File: config.mk
export PLATFORM = sky130hd
export DESIGN_NAME = lsu_mem_ctrl
export DESIGN_NICKNAME = d
export VERILOG_FILES = /design/src/rtl/lsu_pkg.sv /design/src/rtl/lsu_align.sv /design/src/rtl/lsu_mem_ctrl.sv
export SDC_FILE = /design/constraint.sdc
export NUM_CORES = 1
export LEC_CHECK = 0
export ABC_AREA = 1
export CORE_ASPECT_RATIO = 0.75
export CORE_UTILIZATION = 45
export DETAILED_ROUTE_END_ITERATION = 8
export PLACE_DENSITY = 0.8
export SLEW_MARGIN = 20
export SYNTH_ARGS = -nofsm -noshare
export SYNTH_HDL_FRONTEND = slang
export SYNTH_SLANG_ARGS = --single-unit
File: constraint.sdc
create_clock -name clk -period 7 [get_ports clk]
set_input_delay 1.05 -clock clk [delete_from_list [all_inputs] [get_ports clk]]
set_output_delay 1.05 -clock clk [all_outputs]
set_load 0.005 [all_outputs]
File: src/rtl/lsu_pkg.sv
// Shared types and helpers for the load/store unit: size codes, FSM states,
// latched request payload and byte-lane mask generation.
package lsu_pkg;

  localparam int unsigned MEM_WORDS = 256;
  localparam int unsigned IDX_W     = $clog2(MEM_WORDS);
  localparam int unsigned ADDR_W    = 32;
  localparam int unsigned DATA_W    = 32;

  localparam logic [1:0] SZ_B = 2'd0;
  localparam logic [1:0] SZ_H = 2'd1;
  localparam logic [1:0] SZ_W = 2'd2;

  typedef enum logic [1:0] {IDLE, RD, WR, RESP} state_t;

  // Only the in-range part of the address is kept; range is checked at accept.
  typedef struct packed {
    logic              wen;
    logic [IDX_W+1:0]  addr;
    logic [DATA_W-1:0] wdata;
    logic [1:0]        size;
    logic              sign;
  } req_t;

  function automatic logic [3:0] lane_mask(input logic [1:0] size, input logic [1:0] addr_lo);
    logic [3:0] m;
    case (size)
      SZ_B:    m = 4'(4'b0001 << addr_lo);
      SZ_H:    m = addr_lo[1] ? 4'b1100 : 4'b0011;
      default: m = 4'b1111;
    endcase
    return m;
  endfunction

endpackage

File: src/rtl/lsu_align.sv
// Combinational data path: sub-word store merge and load extract/extend.
module lsu_align
  import lsu_pkg::*;
(
  input  logic [DATA_W-1:0] i_word,
  input  logic [DATA_W-1:0] i_wdata,
  input  logic [3:0]        i_mask,
  input  logic [1:0]        i_size,
  input  logic [1:0]        i_addr_lo,
  input  logic              i_sign,
  output logic [DATA_W-1:0] o_new_word,
  output logic [DATA_W-1:0] o_ld_data
);

  logic [DATA_W-1:0] w_rep;
  logic [7:0]        w_byte;
  logic [15:0]       w_half;

  // Right-justified store data is replicated so every lane sees it.
  always_comb begin
    w_rep      = i_wdata;
    o_new_word = i_word;
    case (i_size)
      SZ_B:    w_rep = {4{i_wdata[7:0]}};
      SZ_H:    w_rep = {2{i_wdata[15:0]}};
      default: w_rep = i_wdata;
    endcase
    for (int i = 0; i < 4; i++) begin
      if (i_mask[i]) o_new_word[8*i +: 8] = w_rep[8*i +: 8];
    end
  end

  always_comb begin
    w_byte    = i_word[{i_addr_lo, 3'b000} +: 8];
    w_half    = i_addr_lo[1] ? i_word[31:16] : i_word[15:0];
    o_ld_data = i_word;
    case (i_size)
      SZ_B:    o_ld_data = {{24{i_sign & w_byte[7]}}, w_byte};
      SZ_H:    o_ld_data = {{16{i_sign & w_half[15]}}, w_half};
      default: o_ld_data = i_word;
    endcase
  end

endmodule

File: src/rtl/lsu_mem_ctrl.sv
// Load/store unit between execute and the word-addressed data memory:
// request handshake, error check, read-modify-write, response handshake.
module lsu_mem_ctrl
  import lsu_pkg::*;
(
  input  logic              clk,
  input  logic              rst,
  input  logic              req_valid,
  output logic              req_ready,
  input  logic              req_wen,
  input  logic [ADDR_W-1:0] req_addr,
  input  logic [DATA_W-1:0] req_wdata,
  input  logic [1:0]        req_size,
  input  logic              req_sign,
  output logic              resp_valid,
  input  logic              resp_ready,
  output logic [DATA_W-1:0] resp_rdata,
  output logic              resp_err,
  output logic [ADDR_W-1:0] mem_raddr,
  output logic              mem_ren,
  input  logic [DATA_W-1:0] mem_rdata,
  output logic [ADDR_W-1:0] mem_waddr,
  output logic              mem_wen,
  output logic [DATA_W-1:0] mem_wdata
);

  state_t            r_state;
  state_t            w_next;
  req_t              r_req;
  logic              r_req_ready;
  logic              r_resp_valid;
  logic [DATA_W-1:0] r_resp_rdata;
  logic              r_resp_err;
  logic              r_mem_ren;
  logic              r_mem_wen;
  logic [DATA_W-1:0] r_mem_wdata;
  logic              w_accept;
  logic              w_err;
  logic [3:0]        w_mask;
  logic [DATA_W-1:0] w_merged;
  logic [DATA_W-1:0] w_ld_data;

  assign w_err = (req_size == 2'd3)
               | ((req_size == SZ_H) & req_addr[0])
               | ((req_size == SZ_W) & (|req_addr[1:0]))
               | (|req_addr[ADDR_W-1:IDX_W+2]);

  assign w_mask = lane_mask(r_req.size, r_req.addr[1:0]);

  lsu_align u_align (
    .i_word     (mem_rdata),
    .i_wdata    (r_req.wdata),
    .i_mask     (w_mask),
    .i_size     (r_req.size),
    .i_addr_lo  (r_req.addr[1:0]),
    .i_sign     (r_req.sign),
    .o_new_word (w_merged),
    .o_ld_data  (w_ld_data)
  );

  always_comb begin
    w_next   = r_state;
    w_accept = 1'b0;
    case (r_state)
      IDLE: begin
        if (req_valid) begin
          w_accept = 1'b1;
          if (w_err)                         w_next = RESP;
          else if (req_wen && req_size == SZ_W) w_next = WR;
          else                               w_next = RD;
        end
      end
      RD:      w_next = r_req.wen ? WR : RESP;
      WR:      w_next = RESP;
      RESP:    if (resp_ready) w_next = IDLE;
      default: w_next = IDLE;
    endcase
  end

  // Strobes are decoded from the next state so they are flop outputs.
  always_ff @(posedge clk or posedge rst) begin
    if (rst) begin
      r_state      <= IDLE;
      r_req        <= '0;
      r_req_ready  <= 1'b1;
      r_resp_valid <= 1'b0;
      r_resp_rdata <= '0;
      r_resp_err   <= 1'b0;
      r_mem_ren    <= 1'b0;
      r_mem_wen    <= 1'b0;
      r_mem_wdata  <= '0;
    end else begin
      r_state      <= w_next;
      r_req_ready  <= (w_next == IDLE);
      r_mem_ren    <= (w_next == RD);
      r_mem_wen    <= (w_next == WR);
      r_resp_valid <= (w_next == RESP);
      if (w_accept) begin
        r_req        <= '{wen: req_wen, addr: req_addr[IDX_W+1:0], wdata: req_wdata,
                          size: req_size, sign: req_sign};
        r_resp_err   <= w_err;
        r_resp_rdata <= '0;
        r_mem_wdata  <= req_wdata;
      end
      if (r_state == RD) begin
        if (r_req.wen) r_mem_wdata  <= w_merged;
        else           r_resp_rdata <= w_ld_data;
      end
    end
  end

  assign req_ready  = r_req_ready;
  assign resp_valid = r_resp_valid;
  assign resp_rdata = r_resp_rdata;
  assign resp_err   = r_resp_err;
  assign mem_ren    = r_mem_ren;
  assign mem_wen    = r_mem_wen;
  assign mem_wdata  = r_mem_wdata;
  assign mem_raddr  = ADDR_W'(r_req.addr[IDX_W+1:2]);
  assign mem_waddr  = ADDR_W'(r_req.addr[IDX_W+1:2]);

endmodule

== After elaboration in Yosys (flattened, before gate mapping) ==
Cells that the tools add are included.
Operators by class
  mux-type cells: 23
  shift operators: 2
  bitwise gates (word level): 7
  eq/ne operators: 10
  reduce and logical (&&, ||, !) cells: 6
Operator list (count)
  $mux 32: 6
  $pmux 32 s2: 2
  $mux 8: 4
  $shiftx 32x6->8: 1
  $reduce_or 22->1: 1
  $mux 16: 1
  $eq 2x2->1 const B: 6
  $eq 2x1->1 const B: 4
  $mux 2: 4
  $pmux 2 s4: 1
  $pmux 4 s2: 1
  $logic_not 2->1: 3
  $and 1x1->1: 4
  $mux 4: 1
  $shl 1x2->4 const A: 1
  $mux 1: 3
  $or 1x1->1: 3
  $reduce_or 2->1: 1
  $logic_and 1x1->1: 1
Storage, ports and cells
  register bits after elaboration: 117
  input bits: 104
  output and inout bits: 133

== Depth between registers and ports, before layout ==
Gate-level depths: netlist (run 1).
  depth in word-level cells: 9
  depth in mapped cells: 10

== Hierarchy ==
Synthesis (run 1) repeated with hierarchy kept, for this count alone.
Unflattened totals
  cells, all modules: 885
  area total of the unflattened synthesis: 6537.5 sq um
Modules (own cells, without submodules)
  lsu_mem_ctrl: seq. area each 2929.1 sq um, times used 1, cells an instance 604, area each 5277.6 sq um
  lsu_align: seq. area each 0.0 sq um, times used 1, cells an instance 281, area each 1260.0 sq um

== Worst setup path after synthesis (run 1) ==
Ideal clock, no wire load.
  path kind: input port to flip-flop
  start: input req_valid
  end: register r_req[0] (netlist bit)
  buffers on the path: 2
  arrival: 1.767 ns
  path slack: 5.116 ns
  stages: 7
  library setup time: 0.117 ns
  path through: nand2_1 -> nor2_4 -> inv_2 -> buf_2 -> buf_2 -> nand2_1 -> nand2_1
Between the ends
  longest elaborated chain between the ends: 2
Ends and longest elaborated chain
  start, declared: line lsu_mem_ctrl.sv:8  | input logic req_valid,
  $mux 1: line lsu_mem_ctrl.sv:66  | if (req_valid) begin
  $mux 1: line lsu_mem_ctrl.sv:64  | case (r_state)
  end signal, assigned: line lsu_mem_ctrl.sv:99  | r_req <= '{wen: req_wen, addr: req_addr[IDX_W+1:0], wdata: req_wdata,
  end, declared: line lsu_mem_ctrl.sv:29  | req_t r_req;
No other way between the ends.
A chain may end at the register's enable or synchronous reset.

== Final worst setup path (run 1) ==
  start: input req_valid
  end: register r_mem_wdata[12], in the netlist mem_wdata[12]
Between the ends
  longest elaborated chain between the ends: 5
Ends and longest elaborated chain
  $mux 1 *: line lsu_mem_ctrl.sv:66
  $mux 1 *: line lsu_mem_ctrl.sv:64
  $mux 32 *: line lsu_mem_ctrl.sv:98  | if (w_accept) begin
  $mux 32: line lsu_mem_ctrl.sv:106  | if (r_req.wen) r_mem_wdata <= w_merged;
  $mux 32 *: line lsu_mem_ctrl.sv:105  | if (r_state == RD) begin
  end signal, assigned: line lsu_mem_ctrl.sv:103  | r_mem_wdata <= req_wdata;
  end signal, assigned: line lsu_mem_ctrl.sv:106
  end, declared: line lsu_mem_ctrl.sv:36  | logic [DATA_W-1:0] r_mem_wdata;
Mark *: on every way between the ends. The rest lies on a longest branch, timed or not.

==> results of run 1 <==
## through the flow
step / hold slack, ns / util, % / total power (W)
after detailed placement: 0.463 / 57.2 / 0.00302
after global routing: 0.498 / 61.4 / 0.00421
after floorplan: 0.442 / - / 0.00239
after global placement: 0.456 / 57.2 / 0.00297
after CTS: 0.476 / 61.4 / 0.00393
final: 0.476 / 61.4 / 0.00393
## worst paths after layout
check / endpoint / slack (ns) / cells past startpoint
min: r_req[25]$_DFFE_PP0P_ / 0.48 / 2
max: mem_wdata[12]$_DFF_PP0_ / 3.81 / 10
max in group asynchronous: r_req[19]$_DFFE_PP0P_ / 4.88 / 3
min reg2reg: r_req[25]$_DFFE_PP0P_ / 0.48 / 2
min in group asynchronous: mem_wdata[24]$_DFF_PP0_ / 1.02 / 2
max reg2reg: mem_wdata[22]$_DFF_PP0_ / 4.40 / 7
## layout make-up
class / instances / area [sq um]
Multi-Input combinational cell: 699 / 3010
Clock buffer: 19 / 443
Inverter: 58 / 223
Clock inverter: 13 / 158
Sequential cell: 117 / 2930
Fill cell: 1326 / 5620
Timing Repair Buffer: 193 / 1920
Tap cell: 200 / 250
## where the power goes
group          total, W  leakage, nW  switching, W  internal (W)
Sequential      0.00118         1.47      0.000196      0.000980
Clock          0.000892        0.285      0.000325      0.000567
Combinational   0.00186         2.90       0.00108      0.000785
Total           0.00393         4.65       0.00160       0.00233
## state kept, by name, indices dropped and copies added (netlist names)
signal      flops
mem_ren         1
resp_rdata     32
req_ready       1
resp_err        1
resp_valid      1
r_state         2
mem_raddr       8
mem_wdata      32
mem_wen         1
r_req          38
## logic make-up (layout without fill, tap and decap cells)
group                  after synthesis  in the layout  share of synthesized area (%)
flip-flops                         117            117                           43.5
AO/OA/AOI/OAI                      100            100                           8.28
AND/OR/NAND/NOR                    551            551                           33.6
buffers and inverters              168            283                           14.6
other                                1             48                         0.0556
## routing by layer
metal	wire, um	share of wire (%)	global-route usage (%)
met1	8770	44	37.0
met2	8840	44	39.9
met5	0	0	0
met3	2150	11	8.46
met4	365	1.8	8.66
## layout by cell type (no fill, tap or decap), types with 2 or more instances in the layout
master / n
nor2_4: 2
clkbuf_16: 17
inv_1: 50
o21ai_0: 26
nand2_1: 417
a21oi_1: 49
o211ai_2: 6
inv_4: 2
clkinv_2: 4
clkdlybuf4s50_1: 188
bufinv_16: 3
nand2_2: 3
nor2_2: 2
clkinvlp_4: 4
inv_2: 6
nor2_1: 38
conb_1: 48
o211ai_1: 5
nand2_4: 6
dfrtp_1: 116
nand3_1: 78
clkinv_4: 2
o21ai_1: 14
buf_4: 4
## worst max-delay path: cells and delay by family
family	cells	cell delay (ns)
and+or+nand+nor	6	0.54
buffers and inverters	4	1.90
==> metrics.md, run 1 <==
| Metric | Value |
|---|---|
| Status | `finished clean` |
| Syn avg cell area | `7.19 sq um` |
| Final Hold Vio Count | `0` |
| Crit-path max cell delay | `0.67 ns` |
| Netlist cell types | `27` |
| Ports | `237` |
| Clock skew | `0.00538 ns` |
| Synthesized area | `0.00674 sq mm` |
| Most frequent CP cell | `nand2_1` |
| Port Buffers | `188` |
| Synth-to-layout area growth | `32.5%` |
| WL per Instance | `15.5 um` |
| Yosys warns | `0` |
| Ys flop type | `dfrtp_1` |
| Final Cycle Share | `45.5%` |
| # setup viols final | `0` |
| Ys async rst share | `100%` |
| Relative slew slack | `31.0%` |
| Post-CTS Hold Buffers | `0` |
| WS Path Type | `in2reg` |
| Final instance area | `0.00893 sq mm` |
| Max cap viols | `0` |
| Vias in the first global route | `5980` |
| Sequential fraction of the synthesis area | `43.5%` |
| Final non-filler cell total | `1299` |
| Most frequent cell after synthesis | `nand2_1` |
| Die H | `108 um` |
| Initial antenna violation count | `0` |
| Peak Freq | `314 MHz` |
| Placer Congestion | `0.944` |
| Number of flops mapped to enable cells by yosys | `0` |
| Number of remaining DRC errors | `0` |
| Pwr dens | `440 mW/mm^2` |
| Nets | `1190` |
| Hold Path Class | `reg2reg` |
| RSZ-0062 raised after global routing | `no` |
| Initial DRT Pass Iterations | `5` |
| Synth top cells by count | `417 x nand2_1, 116 x dfrtp_1, 78 x nand3_1` |
| Worst path cell trace | `clkdlybuf4s50_1 -> nand2_1 -> nor2_4 -> buf_4 -> inv_2 -> buf_4 -> nand2_1 -> nand2_1 -> nand2_1 -> nand2_1` |
| Worst path arrival time | `3.54 ns` |
| Total number of vias | `6577` |
| Routed Wire Length | `20100 um` |
| Largest net degree at the start of global routing | `82` |
| Post-route setup slack | `3.81 ns` |
| Post-CTS setup buffers | `0` |
| Layout cells sized above 1 | `6.01%` |
| Crit path time final | `3.19 ns` |
| Slowest cell on crit path | `buf_4` |
| N_diodes | `0` |
| CTS buffer count | `17` |
| Post-route ant nets | `0` |
| Yosys top cell area share | `43.1%` |
| Via density | `5.06` |
| Startpoint types | `input port` |
| Clock sinks | `117` |
| Overall routing resource usage | `26.8%` |
| Core ar. | `0.0145 sq mm` |
| Flops & latches, synth | `117` |
| TritonCTS clock tree | `done` |
| Longest Clk Path Bufs | `2` |
| Dpl hpwl | `14100 um` |
| HP Start | `r_req[25]$_DFFE_PP0P_` |
| Largest area contributor in the netlist | `dfrtp_1` |
| Initial Util | `46.3%` |
| Cts repair resizes | `0` |
| Worst slew pin tran | `1.03 ns` |
| Leakage Power | `4.65 nW` |
| Setup TNS | `0 ns` |
| Synthesized instance count | `937` |
| Crit. End Element | `flip-flop` |
| Placed Cells incl. Taps | `1267` |
| First-pass GRT wire length | `31400 um` |
| Reg2Reg Launch Point | `r_state[1]$_DFF_PP0_` |
| CP Max Fanout | `66` |
| Required time of the critical path | `7.35 ns` |
| Synth area leaders | `dfrtp_1 43%, nand2_1 23%, buf_4 7.6%` |
| Max IR drop VDD | `0.215 mV` |
| Pre-CTS setup slack | `3.42 ns` |
| Placed Area | `0.00833 sq mm` |
| Slew Limit Fails | `0` |
| Worst skew pair latency | `0.42 ns` |
| Clk slew on worst S/H paths | `0.06 ns` |
| CTS root buf | `clkbuf_16` |
| Die Span X | `143 um` |
| Number of cell rows | `38` |
| Die area | `0.0155 sq mm` |
| CP Launch Point | `req_valid` |
| Initial DRC Count | `613` |
| CTS H-Tree Depth | `4` |
| Total global routing overflow | `0` |
(Power assumes the default switching activity.)
==> run 2: changes to the inputs <==
==> constraint.sdc (replaced) <==
create_clock -name clk -period 3.1 [get_ports clk]
set_input_delay 0.465 -clock clk [delete_from_list [all_inputs] [get_ports clk]]
set_output_delay 0.465 -clock clk [all_outputs]
set_load 0.005 [all_outputs]
==> metrics.md, run 2 (synthesis gave the netlist of run 1 again) <==
| Metric | Value |
|---|---|
| Status | `finished clean (unchanged)` |
| Largest net degree at the start of global routing | `99 (was 82)` |
| Slew Limit Fails | `0 (unchanged)` |
| Initial DRC Count | `646 (was 613)` |
| Routed Wire Length | `20300 um (was 20100 um)` |
| Ports | `237 (unchanged)` |
| Max IR drop VDD | `0.588 mV (was 0.215 mV)` |
| Synth-to-layout area growth | `33.3% (was 32.5%)` |
| Most frequent cells in the layout | `417 x nand2_1, 188 x clkdlybuf4s50_1, 116 x dfrtp_1 (unchanged)` |
| Die Span X | `143 um (unchanged)` |
| Number of cell rows | `38 (unchanged)` |
| Clock skew | `0.00805 ns (was 0.00538 ns)` |
| Number of remaining DRC errors | `0 (unchanged)` |
| Pwr dens | `996 mW/mm^2 (was 440 mW/mm^2)` |
| Peak Freq | `506 MHz` |
| Worst skew pair latency | `0.42 ns (about the same)` |
| TritonCTS clock tree | `done (unchanged)` |
| RSZ-0062 raised after global routing | `no (unchanged)` |
| Total number of vias | `6540 (was 6577)` |
| Largest register FFs | `38 (unchanged)` |
| CP Max Fanout | `23 (was 66)` |
| Initial DRT Pass Iterations | `5 (unchanged)` |
| Clock sinks | `117 (unchanged)` |
| Post-CTS setup buffers | `0 (unchanged)` |
| Initial antenna violation count | `0 (unchanged)` |
| Final Hold Vio Count | `0 (unchanged)` |
| Relative slew slack | `45.0% (was 31.0%)` |
| Vias in the first global route | `6017 (was 5980)` |
| Worst path arrival time | `2.28 ns (was 3.54 ns)` |
| Cts repair resizes | `0 (unchanged)` |
| Placer Congestion | `0.949 (was 0.944)` |
| Leakage Power | `4.68 nW (was 4.65 nW)` |
| Die H | `108 um (unchanged)` |
| Crit. End Element | `flip-flop (unchanged)` |
| Hold Path Class | `in2async (was reg2reg)` |
| Startpoint types | `flip-flop (was input port)` |
| Dpl hpwl | `14100 um (about the same)` |
| Layout cells sized above 1 | `6.17% (was 6.01%)` |
| Overall routing resource usage | `27.3% (was 26.8%)` |
| Crit path time final | `1.98 ns` |
| Max cap viols | `0 (unchanged)` |
| CTS H-Tree Depth | `4 (unchanged)` |
| N_diodes | `0 (unchanged)` |
| Total global routing overflow | `0 (unchanged)` |
| Core ar. | `0.0145 sq mm (unchanged)` |
| CTS buffer count | `17 (unchanged)` |
| Port Buffers | `188 (unchanged)` |
| Post-route ant nets | `0 (unchanged)` |
| # setup viols final | `0 (unchanged)` |
| First-pass GRT wire length | `31600 um (was 31400 um)` |
| Commonest non-fill, non-tap cell in the layout | `nand2_1 (unchanged)` |
| Most frequent CP cell | `nand2_1 (unchanged)` |
| Crit-path max cell delay | `0.56 ns (was 0.67 ns)` |
| WL per Instance | `15.6 um (was 15.5 um)` |
| Initial Util | `46.3% (unchanged)` |
| Via density | `5.02 (was 5.06)` |
| Final Cycle Share | `63.8%` |
| Total power | `0.00895 W (was 0.00393 W)` |
| Die area | `0.0155 sq mm (unchanged)` |
| Setup TNS | `0 ns (unchanged)` |
| Post-CTS Hold Buffers | `0 (unchanged)` |
| CTS root buf | `clkbuf_16 (unchanged)` |
| Worst path cell trace | `nor2_4 -> nand2_1 -> nand2_2 -> nand2_4 -> nand2_1 -> nand3_1 -> nand2_1 -> nand2_1 (was clkdlybuf4s50_1 -> nand2_1 -> nor2_4 -> buf_4 -> inv_2 -> buf_4 -> nand2_1 -> nand2_1 -> nand2_1 -> nand2_1)` |
| Worst slew pin tran | `0.824 ns (was 1.03 ns)` |
| Nets | `1194 (was 1190)` |
| Largest reg by FF count | `r_req (unchanged)` |
| WS Path Type | `reg2reg (was in2reg)` |
| Clk slew on worst S/H paths | `0.06 ns (about the same)` |
| Longest Clk Path Bufs | `2 (unchanged)` |
| Required time of the critical path | `3.41 ns (was 7.35 ns)` |
| Slowest cell on crit path | `dfrtp_1 (was buf_4)` |
-- run 2: cell types whose count changed in the layout (fill, tap and decap cells not counted), sizes merged --
cell      before  now
buf            5    9
clkbuf        19   23
clkinv         6    4
clkinvlp       4    3
inv           58   57
-- run 2: report_power, final --
| part | internal, W | leakage, nW | switching (W) | total [W] |
|---|---|---|---|---|
| Clock | 0.00132 | 0.293 | 0.000704 | 0.00202 |
| Combinational | 0.00180 | 2.92 | 0.00244 | 0.00424 |
| Sequential | 0.00221 | 1.47 | 0.000475 | 0.00269 |
| Total | 0.00534 | 4.68 | 0.00362 | 0.00895 |
-- run 2: final cells by class --
cell class              instances  area, sq um
clock inverters                 9          125
flip-flops and latches        117         2930
clock buffers                  23          478
inverters                      58          224
multi-input cells             699         3010
well taps                     200          250
fillers                      1292         5560
repair buffers                197         1970
-- run 2: path summary, 6_finish.rpt --
check,start,endpoint,slack [ns],cells past startpoint
max in group asynchronous,rst,req_ready$_DFF_PP1_,1.93,3
min in group clk,r_req[20]$_DFFE_PP0P_,r_req[20]$_DFFE_PP0P_,0.48,2
hold / removal,rst,resp_rdata[5]$_DFF_PP0_,0.40,2
hold reg to reg,r_req[20]$_DFFE_PP0P_,r_req[20]$_DFFE_PP0P_,0.48,2
setup / recovery,r_req[2]$_DFFE_PP0P_,resp_rdata[3]$_DFF_PP0_,1.12,8
setup reg to reg,r_req[2]$_DFFE_PP0P_,resp_rdata[3]$_DFF_PP0_,1.12,8
-- run 2: per-stage QoR --
stage	instances	area, sq um	utilization (%)	hold WS, ns	setup WS, ns
2_1_floorplan	984	6920	-	0.442	1.21
3_5_place_dp	1271	8380	57.6	0.464	0.875
5_1_grt	1303	8990	61.8	0.428	1.04
3_3_place_gp	1271	8380	57.6	0.458	0.959
4_1_cts	1303	8990	61.8	0.398	1.17
6_report	1303	8990	61.8	0.396	1.12
-- run 2: worst max-delay path: cells and delay by family, from the launching register on --
kind             cells  cell delay (ns)
flip-flops           1             0.56
AND/OR/NAND/NOR      8             1.31
-- run 2: layer usage --
metal,vias to the layer above,global-route usage (%),share of wire (%)
met5,-,0,0
li1,3141,-,-
met4,0,11.1,2.1
met3,32,7.88,12
met1,2991,38.1,43
met2,376,39.8,43
